## config.mk

```make
export PLATFORM = sky130hd
export DESIGN_NAME = dcache_req_arbiter_flat
export DESIGN_NICKNAME = d
export VERILOG_FILES = /design/src/rtl/dcache_req_arbiter_pkg.sv /design/src/rtl/dcache_req_arbiter_if.sv /design/src/rtl/dcache_req_arbiter_tag_fifo.sv /design/src/rtl/dcache_req_arbiter.sv /design/src/flat_wrapper.sv
export SDC_FILE = /design/constraint.sdc
export NUM_CORES = 1
export LEC_CHECK = 0
export BUFFER_PORTS_ARGS = -buffer_cell sky130_fd_sc_hd__buf_4
export CORE_AREA = 2 2 125 127
export DETAILED_ROUTE_END_ITERATION = 10
export DIE_AREA = 0 0 127 129
export PLACE_DENSITY = 0.53
export SYNTH_ARGS = -nofsm -noshare
export SYNTH_HDL_FRONTEND = slang
export SYNTH_SLANG_ARGS = --single-unit
```

## constraint.sdc

```tcl
create_clock -name clk -period 1.5 [get_ports clk]
set_input_delay 0.075 -clock clk [delete_from_list [all_inputs] [get_ports clk]]
set_output_delay 0.075 -clock clk [all_outputs]
set_load 0.05 [all_outputs]
```

## src/rtl/dcache_req_arbiter_pkg.sv

```systemverilog
// Shared encodings for the data-cache request arbiter: access sizes,
// slot tags and the request bundle forwarded to the cache.
package dcache_req_arbiter_pkg;

   typedef enum logic [1:0] {
      SIZE_BYTE = 2'd0,
      SIZE_HALF = 2'd1,
      SIZE_WORD = 2'd2
   } size_e;

   typedef enum logic {
      SLOT_01 = 1'b0,
      SLOT_02 = 1'b1
   } slot_e;

   typedef struct packed {
      logic        wr;
      logic [1:0]  size;
      logic [31:0] addr;
      logic [3:0]  wstrb;
      logic [31:0] wdata;
   } req_t;

   // Bundle one slot's request fields for forwarding to the cache.
   function automatic req_t pack_req(input logic        wr,
                                     input logic [1:0]  size,
                                     input logic [31:0] addr,
                                     input logic [3:0]  wstrb,
                                     input logic [31:0] wdata);
      req_t r;
      r.wr    = wr;
      r.size  = size;
      r.addr  = addr;
      r.wstrb = wstrb;
      r.wdata = wdata;
      return r;
   endfunction

endpackage

```

## src/rtl/dcache_req_arbiter_if.sv

```systemverilog
// Cache-side request/response bus between the arbiter (master) and the
// data cache (slave).
interface dcache_req_arbiter_if;

   logic        c_req;
   logic        c_wr;
   logic [1:0]  c_size;
   logic [31:0] c_addr;
   logic [3:0]  c_wstrb;
   logic [31:0] c_wdata;
   logic        c_addr_ok;
   logic        c_data_ok;
   logic [31:0] c_rdata;

   modport master (
      output c_req, c_wr, c_size, c_addr, c_wstrb, c_wdata,
      input  c_addr_ok, c_data_ok, c_rdata
   );

   modport slave (
      input  c_req, c_wr, c_size, c_addr, c_wstrb, c_wdata,
      output c_addr_ok, c_data_ok, c_rdata
   );

endinterface

```

## src/rtl/dcache_req_arbiter_tag_fifo.sv

```systemverilog
// In-order FIFO of 1-bit slot tags, one entry per accepted cache request.
// Push and pop in the same cycle advance both pointers and leave the count
// unchanged, including when the FIFO is empty (the pushed tag is consumed
// by the caller directly).
module tag_fifo #(
   parameter int DEPTH = 4
) (
   input  logic                     clk,
   input  logic                     resetn,
   input  logic                     push,
   input  logic                     pop,
   input  logic                     din,
   output logic                     dout,
   output logic                     full,
   output logic                     empty,
   output logic [$clog2(DEPTH):0]   count
);

   localparam int              PW         = $clog2(DEPTH);
   localparam logic [PW:0]     FULL_COUNT = (PW + 1)'(DEPTH);

   logic [DEPTH-1:0] mem_r;
   logic [PW-1:0]    wr_ptr_r;
   logic [PW-1:0]    rd_ptr_r;
   logic [PW:0]      count_r;

   // Tag storage, wrapping pointers and occupancy count.
   always_ff @(posedge clk or negedge resetn) begin
      if (!resetn) begin
         mem_r    <= '0;
         wr_ptr_r <= '0;
         rd_ptr_r <= '0;
         count_r  <= '0;
      end else begin
         if (push) begin
            mem_r[wr_ptr_r] <= din;
            wr_ptr_r        <= wr_ptr_r + 1'b1;
         end
         if (pop) begin
            rd_ptr_r <= rd_ptr_r + 1'b1;
         end
         case ({push, pop})
            2'b10:   count_r <= count_r + 1'b1;
            2'b01:   count_r <= count_r - 1'b1;
            default: count_r <= count_r;
         endcase
      end
   end

   assign dout  = mem_r[rd_ptr_r];
   assign full  = (count_r == FULL_COUNT);
   assign empty = (count_r == '0);
   assign count = count_r;

endmodule

```

## src/rtl/dcache_req_arbiter.sv

```systemverilog
// Two-slot data-cache request arbiter. Slot 01 has fixed priority so a
// dual-issue pair reaches the cache in program order. Requests and
// responses pass through combinationally; a tag FIFO routes each in-order
// response back to the slot that issued it.
module dcache_req_arbiter
   import dcache_req_arbiter_pkg::*;
#(
   parameter int OUTSTANDING = 4
) (
   input  logic        clk,
   input  logic        resetn,
   input  logic        req_01,
   input  logic        wr_01,
   input  logic [1:0]  size_01,
   input  logic [31:0] addr_01,
   input  logic [3:0]  wstrb_01,
   input  logic [31:0] wdata_01,
   input  logic        req_02,
   input  logic        wr_02,
   input  logic [1:0]  size_02,
   input  logic [31:0] addr_02,
   input  logic [3:0]  wstrb_02,
   input  logic [31:0] wdata_02,
   output logic        addr_ok_01,
   output logic        data_ok_01,
   output logic [31:0] rdata_01,
   output logic        addr_ok_02,
   output logic        data_ok_02,
   output logic [31:0] rdata_02,
   output logic        busy,
   output logic        resp_err,
   dcache_req_arbiter_if.master cache
);

   localparam int             CW        = $clog2(OUTSTANDING) + 1;
   localparam logic [CW-1:0]  ONE_COUNT = CW'(1);

   req_t          sel_req_s;
   slot_e         sel_slot_s;
   logic          any_req_s;
   logic          grant_valid_s;
   logic          accept_s;
   logic          pop_s;
   logic          head_tag_s;
   logic          fifo_tag_s;
   logic          full_s;
   logic          empty_s;
   logic [CW-1:0] fifo_count_s;
   logic          busy_next_s;
   logic          err_hit_s;
   logic          busy_r;
   logic          resp_err_r;

   // Pick the request to forward: slot 01 always wins, slot 02 only when 01 is idle.
   always_comb begin
      sel_req_s  = '0;
      sel_slot_s = SLOT_01;
      any_req_s  = 1'b0;
      if (!resetn) begin
         sel_req_s  = '0;
         sel_slot_s = SLOT_01;
         any_req_s  = 1'b0;
      end else if (req_01) begin
         sel_req_s  = pack_req(wr_01, size_01, addr_01, wstrb_01, wdata_01);
         sel_slot_s = SLOT_01;
         any_req_s  = 1'b1;
      end else if (req_02) begin
         sel_req_s  = pack_req(wr_02, size_02, addr_02, wstrb_02, wdata_02);
         sel_slot_s = SLOT_02;
         any_req_s  = 1'b1;
      end else begin
         sel_req_s  = '0;
         sel_slot_s = SLOT_01;
         any_req_s  = 1'b0;
      end
   end

   // No new request may be offered while every FIFO entry is in flight.
   assign grant_valid_s = any_req_s & ~full_s;
   assign accept_s      = grant_valid_s & cache.c_addr_ok;

   assign cache.c_req   = grant_valid_s;
   assign cache.c_wr    = sel_req_s.wr;
   assign cache.c_size  = sel_req_s.size;
   assign cache.c_addr  = sel_req_s.addr;
   assign cache.c_wstrb = sel_req_s.wstrb;
   assign cache.c_wdata = sel_req_s.wdata;

   // Route a cache response to its slot; an empty FIFO forwards the tag being accepted this cycle.
   always_comb begin
      pop_s      = cache.c_data_ok & resetn & (~empty_s | accept_s);
      head_tag_s = empty_s ? sel_slot_s : fifo_tag_s;
      err_hit_s  = cache.c_data_ok & empty_s & ~accept_s;
      data_ok_01 = pop_s & (head_tag_s == SLOT_01);
      data_ok_02 = pop_s & (head_tag_s == SLOT_02);
      addr_ok_01 = accept_s & (sel_slot_s == SLOT_01);
      addr_ok_02 = accept_s & (sel_slot_s == SLOT_02);
      if (data_ok_01) begin
         rdata_01 = cache.c_rdata;
      end else begin
         rdata_01 = 32'd0;
      end
      if (data_ok_02) begin
         rdata_02 = cache.c_rdata;
      end else begin
         rdata_02 = 32'd0;
      end
   end

   tag_fifo #(
      .DEPTH (OUTSTANDING)
   ) u_tag_fifo (
      .clk    (clk),
      .resetn (resetn),
      .push   (accept_s),
      .pop    (pop_s),
      .din    (sel_slot_s),
      .dout   (fifo_tag_s),
      .full   (full_s),
      .empty  (empty_s),
      .count  (fifo_count_s)
   );

   // Predict occupancy after this edge so busy tracks the count without lag.
   always_comb begin
      case ({accept_s, pop_s})
         2'b10:   busy_next_s = 1'b1;
         2'b01:   busy_next_s = (fifo_count_s != ONE_COUNT);
         default: busy_next_s = (fifo_count_s != '0);
      endcase
   end

   // Registered status: busy flag and sticky unexpected-response error.
   always_ff @(posedge clk or negedge resetn) begin
      if (!resetn) begin
         busy_r     <= 1'b0;
         resp_err_r <= 1'b0;
      end else begin
         busy_r     <= busy_next_s;
         resp_err_r <= resp_err_r | err_hit_s;
      end
   end

   assign busy     = busy_r;
   assign resp_err = resp_err_r;

endmodule

```

## src/flat_wrapper.sv

```systemverilog
// flat-port wrapper written by rule: the top's interface ports become plain ports
module dcache_req_arbiter_flat import dcache_req_arbiter_pkg::*;
#(
   parameter int OUTSTANDING = 4
)
  (clk, resetn, req_01, wr_01, size_01, addr_01, wstrb_01, wdata_01, req_02, wr_02, size_02, addr_02, wstrb_02, wdata_02, addr_ok_01, data_ok_01, rdata_01, addr_ok_02, data_ok_02, rdata_02, busy, resp_err, cache_c_req, cache_c_wr, cache_c_size, cache_c_addr, cache_c_wstrb, cache_c_wdata, cache_c_addr_ok, cache_c_data_ok, cache_c_rdata);
  dcache_req_arbiter_if cache_i ();
  input  logic clk;
  input  logic resetn;
  input  logic req_01;
  input  logic wr_01;
  input  logic [1:0] size_01;
  input  logic [31:0] addr_01;
  input  logic [3:0] wstrb_01;
  input  logic [31:0] wdata_01;
  input  logic req_02;
  input  logic wr_02;
  input  logic [1:0] size_02;
  input  logic [31:0] addr_02;
  input  logic [3:0] wstrb_02;
  input  logic [31:0] wdata_02;
  output logic addr_ok_01;
  output logic data_ok_01;
  output logic [31:0] rdata_01;
  output logic addr_ok_02;
  output logic data_ok_02;
  output logic [31:0] rdata_02;
  output logic busy;
  output logic resp_err;
  output wire logic [$bits(cache_i.c_req)-1:0] cache_c_req;
  output wire logic [$bits(cache_i.c_wr)-1:0] cache_c_wr;
  output wire logic [$bits(cache_i.c_size)-1:0] cache_c_size;
  output wire logic [$bits(cache_i.c_addr)-1:0] cache_c_addr;
  output wire logic [$bits(cache_i.c_wstrb)-1:0] cache_c_wstrb;
  output wire logic [$bits(cache_i.c_wdata)-1:0] cache_c_wdata;
  input wire logic [$bits(cache_i.c_addr_ok)-1:0] cache_c_addr_ok;
  input wire logic [$bits(cache_i.c_data_ok)-1:0] cache_c_data_ok;
  input wire logic [$bits(cache_i.c_rdata)-1:0] cache_c_rdata;
  assign cache_c_req = cache_i.c_req;
  assign cache_c_wr = cache_i.c_wr;
  assign cache_c_size = cache_i.c_size;
  assign cache_c_addr = cache_i.c_addr;
  assign cache_c_wstrb = cache_i.c_wstrb;
  assign cache_c_wdata = cache_i.c_wdata;
  assign cache_i.c_addr_ok = cache_c_addr_ok;
  assign cache_i.c_data_ok = cache_c_data_ok;
  assign cache_i.c_rdata = cache_c_rdata;
  dcache_req_arbiter #(.OUTSTANDING(OUTSTANDING)) u_core (.clk(clk), .resetn(resetn), .req_01(req_01), .wr_01(wr_01), .size_01(size_01), .addr_01(addr_01), .wstrb_01(wstrb_01), .wdata_01(wdata_01), .req_02(req_02), .wr_02(wr_02), .size_02(size_02), .addr_02(addr_02), .wstrb_02(wstrb_02), .wdata_02(wdata_02), .addr_ok_01(addr_ok_01), .data_ok_01(data_ok_01), .rdata_01(rdata_01), .addr_ok_02(addr_ok_02), .data_ok_02(data_ok_02), .rdata_02(rdata_02), .busy(busy), .resp_err(resp_err), .cache(cache_i));
endmodule
```

# Word level (Yosys, flattened, before mapping)

Index checks and enable logic that the tools add are counted.
W data, S select, Z words.

Register bits: 13
Word-level logic and storage cells: 56

Equal/unequal tests: 4
Bitwise logic cells: 17
Add/subtract/negate cells: 4
Order comparisons: 3
Reductions and logical operators: 4
Multiplexer cells: 18

Operator list:

| kind                  | number |
|---|---|
| $mux W71              | 3 |
| $mux W32              | 2 |
| $and A1 B1 Y1         | 10 |
| $mux W1               | 8 |
| $lt A2 B3 Y1 const B  | 2 |
| $pmux W3 S2           | 1 |
| $not A1 Y1            | 5 |
| $add A2 B1 Y2 const B | 2 |
| $bwmux W4             | 1 |
| $add A3 B1 Y3 const B | 1 |
| $eq A3 B3 Y1 const B  | 1 |
| $logic_not A3 Y1      | 1 |
| $ne A3 B1 Y1 const B  | 1 |
| $reduce_bool A3 Y1    | 1 |
| $sub A3 B1 Y3 const B | 1 |
| $bmux W1 S2           | 1 |
| $demux W1 S2          | 1 |
| $eq A2 B1 Y1 const B  | 1 |
| $eq A2 B2 Y1 const B  | 1 |
| $ge A2 B1 Y1 const B  | 1 |
| $or A1 B1 Y1          | 2 |
| $pmux W1 S2           | 1 |
| $reduce_bool A2 Y1    | 1 |
| $logic_and A1 B1 Y1   | 1 |

# Longest topological paths before layout

Gate-level depths: netlist of run 1.

Word-level depth: 9
Mapped depth: 8
Depth with buffers taken out: 6

# Cells and area by module

Synthesis of run 1 repeated with hierarchy kept, for this count alone.

Cells, all modules: 236
Area, all modules: 1998.2 µm²

By module, submodules not included:

| module             | area an instance (µm²) | cells each | instances |
|---|---|---|---|
| dcache_req_arbiter | 1437.6                 | 190        | 1 |
| tag_fifo           | 560.5                  | 46         | 1 |

# Worst setup path before layout of run 1

OpenSTA, ideal clock, no wires.

Kind: register to output
Start: reg u_core.u_tag_fifo.count_r[1], in the netlist u_core.u_tag_fifo.count[1]
End: out rdata_01[2]
Slack: -0.621 ns
Cell stages (with the launch flop): 9
Arrival: 2.046 ns
Data required time: 1.425 ns
Path buffers: 2
Path through: dfrtp_1 -> inv_1 -> ha_1 -> buf_2 -> and2b_1 -> nor2_2 -> a41oi_4 -> buf_6 -> nor2_1

Cells in the longest elaborated chain, start to end: 8
Elaborated cells between the ends (all ways): 12

Ends and longest elaborated chain:

| what                   | RTL line                          | source |
|---|---|---|
| from (decl)            | dcache_req_arbiter_tag_fifo.sv:25 | `logic [PW:0] count_r;` |
| from (signal assigned) | dcache_req_arbiter_tag_fifo.sv:43 | `2'b10: count_r <= count_r + 1'b1;` |
| from (signal assigned) | dcache_req_arbiter_tag_fifo.sv:44 | `2'b01: count_r <= count_r - 1'b1;` |
| from (signal assigned) | dcache_req_arbiter_tag_fifo.sv:45 | `default: count_r <= count_r;` |
| $eq A3 B3 Y1           | dcache_req_arbiter_tag_fifo.sv:51 | `assign full = (count_r == FULL_COUNT);` |
| $not A1 Y1             | dcache_req_arbiter.sv:79          | `assign grant_valid_s = any_req_s & ~full_s;` |
| $and A1 B1 Y1          | dcache_req_arbiter.sv:79          |  |
| $and A1 B1 Y1          | dcache_req_arbiter.sv:80          | `assign accept_s = grant_valid_s & cache.c_addr_ok;` |
| $or A1 B1 Y1           | dcache_req_arbiter.sv:91          | `pop_s = cache.c_data_ok & resetn & (~empty_s \| accept_s);` |
| $and A1 B1 Y1          | dcache_req_arbiter.sv:91          |  |
| $and A1 B1 Y1 *        | dcache_req_arbiter.sv:94          | `data_ok_01 = pop_s & (head_tag_s == SLOT_01);` |
| $mux W32 *             | dcache_req_arbiter.sv:98          | `if (data_ok_01) begin` |
| to (decl)              | flat_wrapper.sv:24                | `output logic [31:0] rdata_01;` |

Mark *: on every way between the ends. The rest lies on a longest branch, timed or not.

# Final worst setup path of run 1

Start: reg u_core.u_tag_fifo.rd_ptr_r[0]
End: out rdata_01[30]

Cells in the longest elaborated chain, start to end: 6

Ends and longest elaborated chain:

| what                          | RTL line                          | source |
|---|---|---|
| from (decl)                   | dcache_req_arbiter_tag_fifo.sv:24 | `logic [PW-1:0] rd_ptr_r;` |
| from (signal assigned)        | dcache_req_arbiter_tag_fifo.sv:40 | `rd_ptr_r <= rd_ptr_r + 1'b1;` |
| $bmux W1 S2                   | dcache_req_arbiter_tag_fifo.sv:50 | `assign dout = mem_r[rd_ptr_r];` |
| $mux W1 (not written as such) | dcache_req_arbiter_tag_fifo.sv:50 |  |
| $mux W1                       | dcache_req_arbiter.sv:92          | `head_tag_s = empty_s ? sel_slot_s : fifo_tag_s;` |
| $not A1 Y1                    | dcache_req_arbiter.sv:94          |  |
| $and A1 B1 Y1                 | dcache_req_arbiter.sv:94          |  |
| $mux W32                      | dcache_req_arbiter.sv:98          |  |

No other way between the ends. The select of a mux whose other input is x is not followed.

==> results.toml, run 1 <==
[detailed_routing]
drt_pass1_iterations = 4
ant_nets = 0
detail_route.iter0.violations = 111
detail_route.drc_violations = 0
detail_route.wirelength_microns = 12120
post_drt_via_cell_ratio = 4.291
detailroute.via_count = 3497
wl_per_cell_microns = 14.87

[cells_and_area]
layout.cells.most_common = "buf_4"
antenna_cells_inserted = 0
proportion_of_layout_cells_with_a_drive_suffix_above_1_pct = 73.68
layout.nets = 816
area_growth_pct = 190.8
commonest_cells_after_routing_fill_and_taps_aside = "buf_4, a22o_1, buf_6"
final_core_util_pct = 40.20

[die]
number_of_placement_rows = 45
full_die_area_sq_mm = 0.01638
die_width_microns = 127
initial_utilization_pct = 13.83
fp.coreArea_sq_mm = 0.01498
fp.dieH_microns = 129
design.portCount = 322

[synthesis]
synth_largest_type_area_fraction_pct = 30.45
synth_flop_cell = "dfrtp_1"
synth.area.top_cells = "a22o_1, dfrtp_1, nor2_1, nand2_1, ha_1"
synth-edff-count = 0
synth-async-reset-ratio_pct = 100.0
synth_xor_area_share_pct = 2.115
synth_simple_gate_area_share_pct = 25.98
yosys.area_share.adder_pct = 4.834
synthesis.area_per_instance_sq_um = 7.240
main_combinational_cell_family_by_area_after_synthesis = "compound AO/OA/AOI/OAI gates"
synth.ff_latch_count = 13
ys_types = 36
synth.cell_area_sq_mm = 0.002071
post_synthesis_cells = 286
netlist.top_cell.by_area = "a22o_1"
synth_warnings = 0
ys_seq_area_share_pct = 15.71
synth_nets = 474
compound_gate_fraction_of_synth_area_pct = 38.61
yosys-mux-area-fraction_pct = 3.263

[setup_path]
cell_by_cell_listing_of_the_critical_path = "mux4_2 > nor2_4 > a41oi_4 > buf_12 > buf_12 > nor2_4 > buf_6"
crit_path_end_kind = "primary output"
timing.critical_path.slowest_cell_delay_ps = 570
crit_path_start_kind = "register"
reg2reg_setup_slack_ps = 40
required_ps = 1420
path_class = "register to primary output"
worstPathMaxFanout = 7
arrival_time_at_the_worst_endpoint_ps = 1930
critical_path.n_buffers_inverters = 3
critical_path.slowest_cell = "mux4_2"
critPathTopFamily = "multiplexers"

[min_path]
hold_path_class = "input pin to register"

[timing]
period_share_pct = 133.8
clock.fmax_mhz = 498.4
final-max-slew-violation-count = 0
post-route-worst-setup-slack_ps = -506.5
max_slew.worst_pin.slew_ps = 374.5
finalHoldViolations = 0
max-slew-margin-rel_pct = 74.92
setup_viol = 68
skew_ps = 3.515
post-route-min-period_ps = 2006
total_negative_setup_slack_ps = -29330
setup_repair_after_global_routing_missed_its_margin = "yes"

[status]
violations = "negative setup slack"
status = "complete, but fails checks"

[clock_network]
clkSlewWorstSetupHoldPaths_ps = 40
worstSkewPairLatency_ps = 240
clock_root_buffer = "clkbuf_16"
buffer_depth_of_the_longest_clock_path = 2
cts_htree_levels = 1
cts.sink_count = 13
cts-buffers-inserted = 3
tritoncts_clock_tree = "built"

[global_route]
antenna_found_initial = 0
first_global_vias = 3332
grt_max_degree = 72
grt_first_pass_wirelength_microns = 17160
total_overflow_reported_by_the_global_router = 0
grt_util_all_layers_pct = 12.81

[power]
power.density_mw_per_mm2 = 1246
power.clock.fraction_pct = 6.6
power_switching_mw = 3.754
ir_drop_mv = 0.5899
cellLeakagePower_nw = 2.833
sw_share_pct = 50.04
power.combinational.fraction_pct = 85.1
power.share.sequential_pct = 8.3
internal_power_summed_over_all_cells_mw = 3.747

[place]
place_ws_ps = -283.9
port-buffer-count = 321
gp_congestion = 0.8033
dp.final_hpwl_microns = 10090

[run]
cap_viol_max_count = 0
==> cell usage after synthesis (2+ instances only) <==
cell,number
and2_1,2
nand2_1,41
nand4b_1,2
a22o_1,72
o21ai_0,4
buf_6,6
a21oi_2,2
a21oi_1,5
clkbuf_1,5
and3b_1,2
ha_1,8
xnor2_1,4
buf_2,19
inv_1,4
nor2_2,4
mux2_2,4
nor2_1,71
dfrtp_1,13
==> kinds of logic after synthesis <==
| group | count (synthesis) |
|---|---|
| buffers and inverters | 34 |
| DFF | 13 |
| and+or+nand+nor | 129 |
| AOI/OAI and AO/OA | 92 |
| muxes | 5 |
| xor gates and xnor gates | 5 |
| adders and majority gates | 8 |
==> worst register-to-register path: cells and delay by family, from the launching register on <==
family,cells,cell delay [ps]
fa+ha+maj,1,160
buf+inv,3,330
compound gates,1,160
mux,1,290
flops,1,350
simple gates,1,60
==> state kept, by name (all words and copies together), names as in the netlist <==
name and flops:
u_core.u_tag_fifo.mem_r 4, u_core.u_tag_fifo.rd_ptr_r 2, u_core.busy 1, u_core.u_tag_fifo.wr_ptr_r 2, u_core.resp_err 1, u_core.u_tag_fifo.count 3
==> timing repair <==
item                       in CTS  in global routing
setup endpoints to repair      70                 75
hold endpoints to repair       13                  0
gates resized for setup        85                 16
buffers inserted                4                  3
pin swaps                       3                  3
hold buffers                    1                  0
==> per-layer routing <==
metal  vias to the layer above  GRT usage, %  wire length, microns  part of all wire (%)
met5                         -             0                     0                     0
met4                         0         1.164                    89                  0.73
met3                         8         2.245                   842                   6.9
met2                       170         25.33                  6774                    56
met1                      1609         14.87                  4416                    36
li1                       1710             -                     -                     -
==> final timing paths <==
kind,startpoint,to,cells after the start
worst max register to register,u_core.u_tag_fifo.count[0],u_core.u_tag_fifo.mem_r[1],7
worst max-delay path,u_core.u_tag_fifo.rd_ptr_r[0],rdata_01[30],7
worst min-delay path,cache_c_data_ok,u_core.resp_err,2
min in group asynchronous,resetn,u_core.u_tag_fifo.count[2],2
worst min register to register,u_core.resp_err,u_core.resp_err,1
max in group asynchronous,resetn,u_core.u_tag_fifo.wr_ptr_r[0],3
==> power by group through the flow <==
stage               registers [mW]  logic, mW  clock network, mW
detailed placement           0.622       5.89                  0
global route                 0.642       6.71              0.527
finish                       0.619       6.39              0.496
global placement             0.614       5.82                  0
floorplan                    0.677       3.66                  0
CTS                          0.620       6.27              0.506
==> through the flow <==
stage               total power, mW  cells  instance area, sq um  hold WS [ps]
floorplan                     4.339    286                  2580        -220.6
global placement              6.434    804                  5489        -80.97
detailed placement            6.513    804                  5489        -82.75
CTS                           7.401    813                  5938         109.5
global route                  7.875    815                  6021         114.8
finish                        7.501    815                  6021         114.1
==> area by class of cell <==
cell class | instances | area (sq um)
clock buffers | 4 | 78.83
fillers | 1478 | 8956
multi-input cells | 239 | 2113
well taps | 188 | 235.2
flip-flops and latches | 13 | 325.3
repair buffers | 367 | 3253
inverters | 4 | 15.01
Power figures use the tool's default switching activity.
==> run 2: changes to the inputs <==
--- a/config.mk
+++ b/config.mk
@@ -9,7 +9,7 @@
 export CORE_AREA = 2 2 125 127
 export DETAILED_ROUTE_END_ITERATION = 10
 export DIE_AREA = 0 0 127 129
-export PLACE_DENSITY = 0.53
+export SETUP_SLACK_MARGIN = 0.1
 export SYNTH_ARGS = -nofsm -noshare
 export SYNTH_HDL_FRONTEND = slang
 export SYNTH_SLANG_ARGS = --single-unit
==> results.toml, run 2 (synthesis results as in run 1) <==
[timing]
max_slew.worst_pin.slew_ps = 402.6
total_negative_setup_slack_ps = -37440
final-max-slew-violation-count = 0
setup_repair_after_global_routing_missed_its_margin = "yes"
post-route-worst-setup-slack_ps = -585.6
clock.fmax_mhz = 479.5
post-route-min-period_ps = 2086
max-slew-margin-rel_pct = 73.07
setup_viol = 75
skew_ps = 7.312
period_share_pct = 139.0
finalHoldViolations = 0

[detailed_routing]
detail_route.drc_violations = 0
ant_nets = 0
detail_route.iter0.violations = 174
drt_pass1_iterations = 4
detailroute.via_count = 3584
wl_per_cell_microns = 17.88
detail_route.wirelength_microns = 14610
post_drt_via_cell_ratio = 4.387

[cells_and_area]
commonest_cells_after_routing_fill_and_taps_aside = "buf_4, nor2_4, buf_6"
area_growth_pct = 194.5
finish.instance_area_sq_mm = 0.006098
proportion_of_layout_cells_with_a_drive_suffix_above_1_pct = 79.74
layout.cells.most_common = "buf_4"
top_register = "u_core.u_tag_fifo.mem_r"
largest_register_ff_count = 4
layout.nets = 816

[clock_network]
cts_htree_levels = 1
cts-buffers-inserted = 3
tritoncts_clock_tree = "built"
buffer_depth_of_the_longest_clock_path = 2
worstSkewPairLatency_ps = 240
clkSlewWorstSetupHoldPaths_ps = 50
cts.sink_count = 13
clock_root_buffer = "clkbuf_16"

[global_route]
first_global_vias = 3483
antenna_found_initial = 2
grt_first_pass_wirelength_microns = 19980
grt_util_all_layers_pct = 15.43
grt_max_degree = 48
total_overflow_reported_by_the_global_router = 0

[setup_path]
cell_by_cell_listing_of_the_critical_path = "mux4_2 > buf_4 > nor2_4 > a41oi_4 > buf_12 > buf_12 > nor2_4 > buf_6"
crit_path_end_kind = "primary output"
critical_path.slowest_cell = "mux4_2"
r2r_cells = 9
path_class = "register to primary output"
critical_path.n_buffers_inverters = 4
required_ps = 1420
timing.critical_path.slowest_cell_delay_ps = 520
worstPathMaxFanout = 8
critPathTopFamily = "buffers and inverters"
arrival_time_at_the_worst_endpoint_ps = 2010
crit_path_start_kind = "register"
worstSetupPathDepth = 8

[die]
full_die_area_sq_mm = 0.01638
design.portCount = 322
fp.dieH_microns = 129
initial_utilization_pct = 13.83
fp.coreArea_sq_mm = 0.01498
number_of_placement_rows = 45
die_width_microns = 127

[power]
cellLeakagePower_nw = 2.863
power.density_mw_per_mm2 = 1288
ir_drop_mv = 0.9325

[status]
violations = "negative setup slack"
status = "complete, but fails checks"

[place]
port-buffer-count = 321
place_area_sq_mm = 0.005406
gp_congestion = 0.8226
dp.final_hpwl_microns = 12070

[min_path]
hold_path_class = "input pin to register"
hold_depth = 2

[run]
cap_viol_max_count = 0
## run 2: cell types whose count changed in the layout (fill, tap and decap cells not counted), moves of 3 or more
| cell | delta |
|---|---|
| mux2_2 | +3 |
| buf_6 | -9 |
| buf_12 | -4 |
| a22o_2 | +30 |
| buf_4 | +7 |
| a22o_1 | -30 |
| mux2_4 | -3 |
## run 2: timing repair
action / in CTS / in global routing
gates cloned: 2 / 1
hold buffers: 2 / 0
endpoints found under the hold margin: 13 / 0
pin swaps: 8 / 8
gates resized for setup: 88 / 19
endpoints found under the setup margin: 78 / 81
buffers inserted: 12 / 1
## run 2: path summary, 6_finish.rpt
kind / start / slack [ps] / end
min in group asynchronous: resetn / 460 / u_core.u_tag_fifo.count[2]
setup reg to reg: u_core.u_tag_fifo.count[0] / -100 / u_core.u_tag_fifo.count[1]
hold reg to reg: u_core.resp_err / 490 / u_core.resp_err
max in group asynchronous: resetn / 690 / u_core.u_tag_fifo.rd_ptr_r[0]
setup / recovery: u_core.u_tag_fifo.rd_ptr_r[0] / -590 / rdata_01[12]
hold / removal: cache_c_data_ok / 100 / u_core.resp_err
## run 2: area by class of cell
cell class | count | area, sq um
diodes | 2 | 5.005
clock buffers | 4 | 78.83
fillers | 1466 | 8879
inverters | 4 | 15.01
multi-input cells | 239 | 2195
flip-flops and latches | 13 | 325.3
well taps | 188 | 235.2
repair buffers | 367 | 3244
## run 2: metrics by stage
step	std cells	hold WS (ps)	power, mW	util (%)	setup WS (ps)
floorplan	286	-220.6	4.356	-	-294.5
global placement	794	110.4	5.952	36.10	-335.1
detailed placement	794	110.2	6.031	36.10	-397.7
CTS	813	96.28	7.590	39.94	-583.0
global route	815	105.3	8.208	40.69	-645.0
finish	817	96.59	7.853	40.72	-585.6
## run 2: worst reg2reg max path, cell delays in order (launching register included)
cell and delay [ps]:
dfrtp_1 370, inv_2 70, ha_4 160, buf_8 120
buf_8 120, buf_6 110, buf_6 110, a21oi_1 120
o21ai_0 100, a22o_1 210
## run 2: routing by layer
layer,routed length (microns),vias to the layer above,global-route usage (%)
met4,53,0,1.357
met1,5512,1718,18.76
li1,-,1719,-
met2,8050,143,29.16
met5,0,-,0
met3,989,4,3.119
## run 2: power by group
group / switching, mW / internal (mW) / total (mW)
registers: 0.112 / 0.518 / 0.631
clock network: 0.144 / 0.358 / 0.503
logic: 3.68 / 3.04 / 6.72
total: 3.93 / 3.92 / 7.85
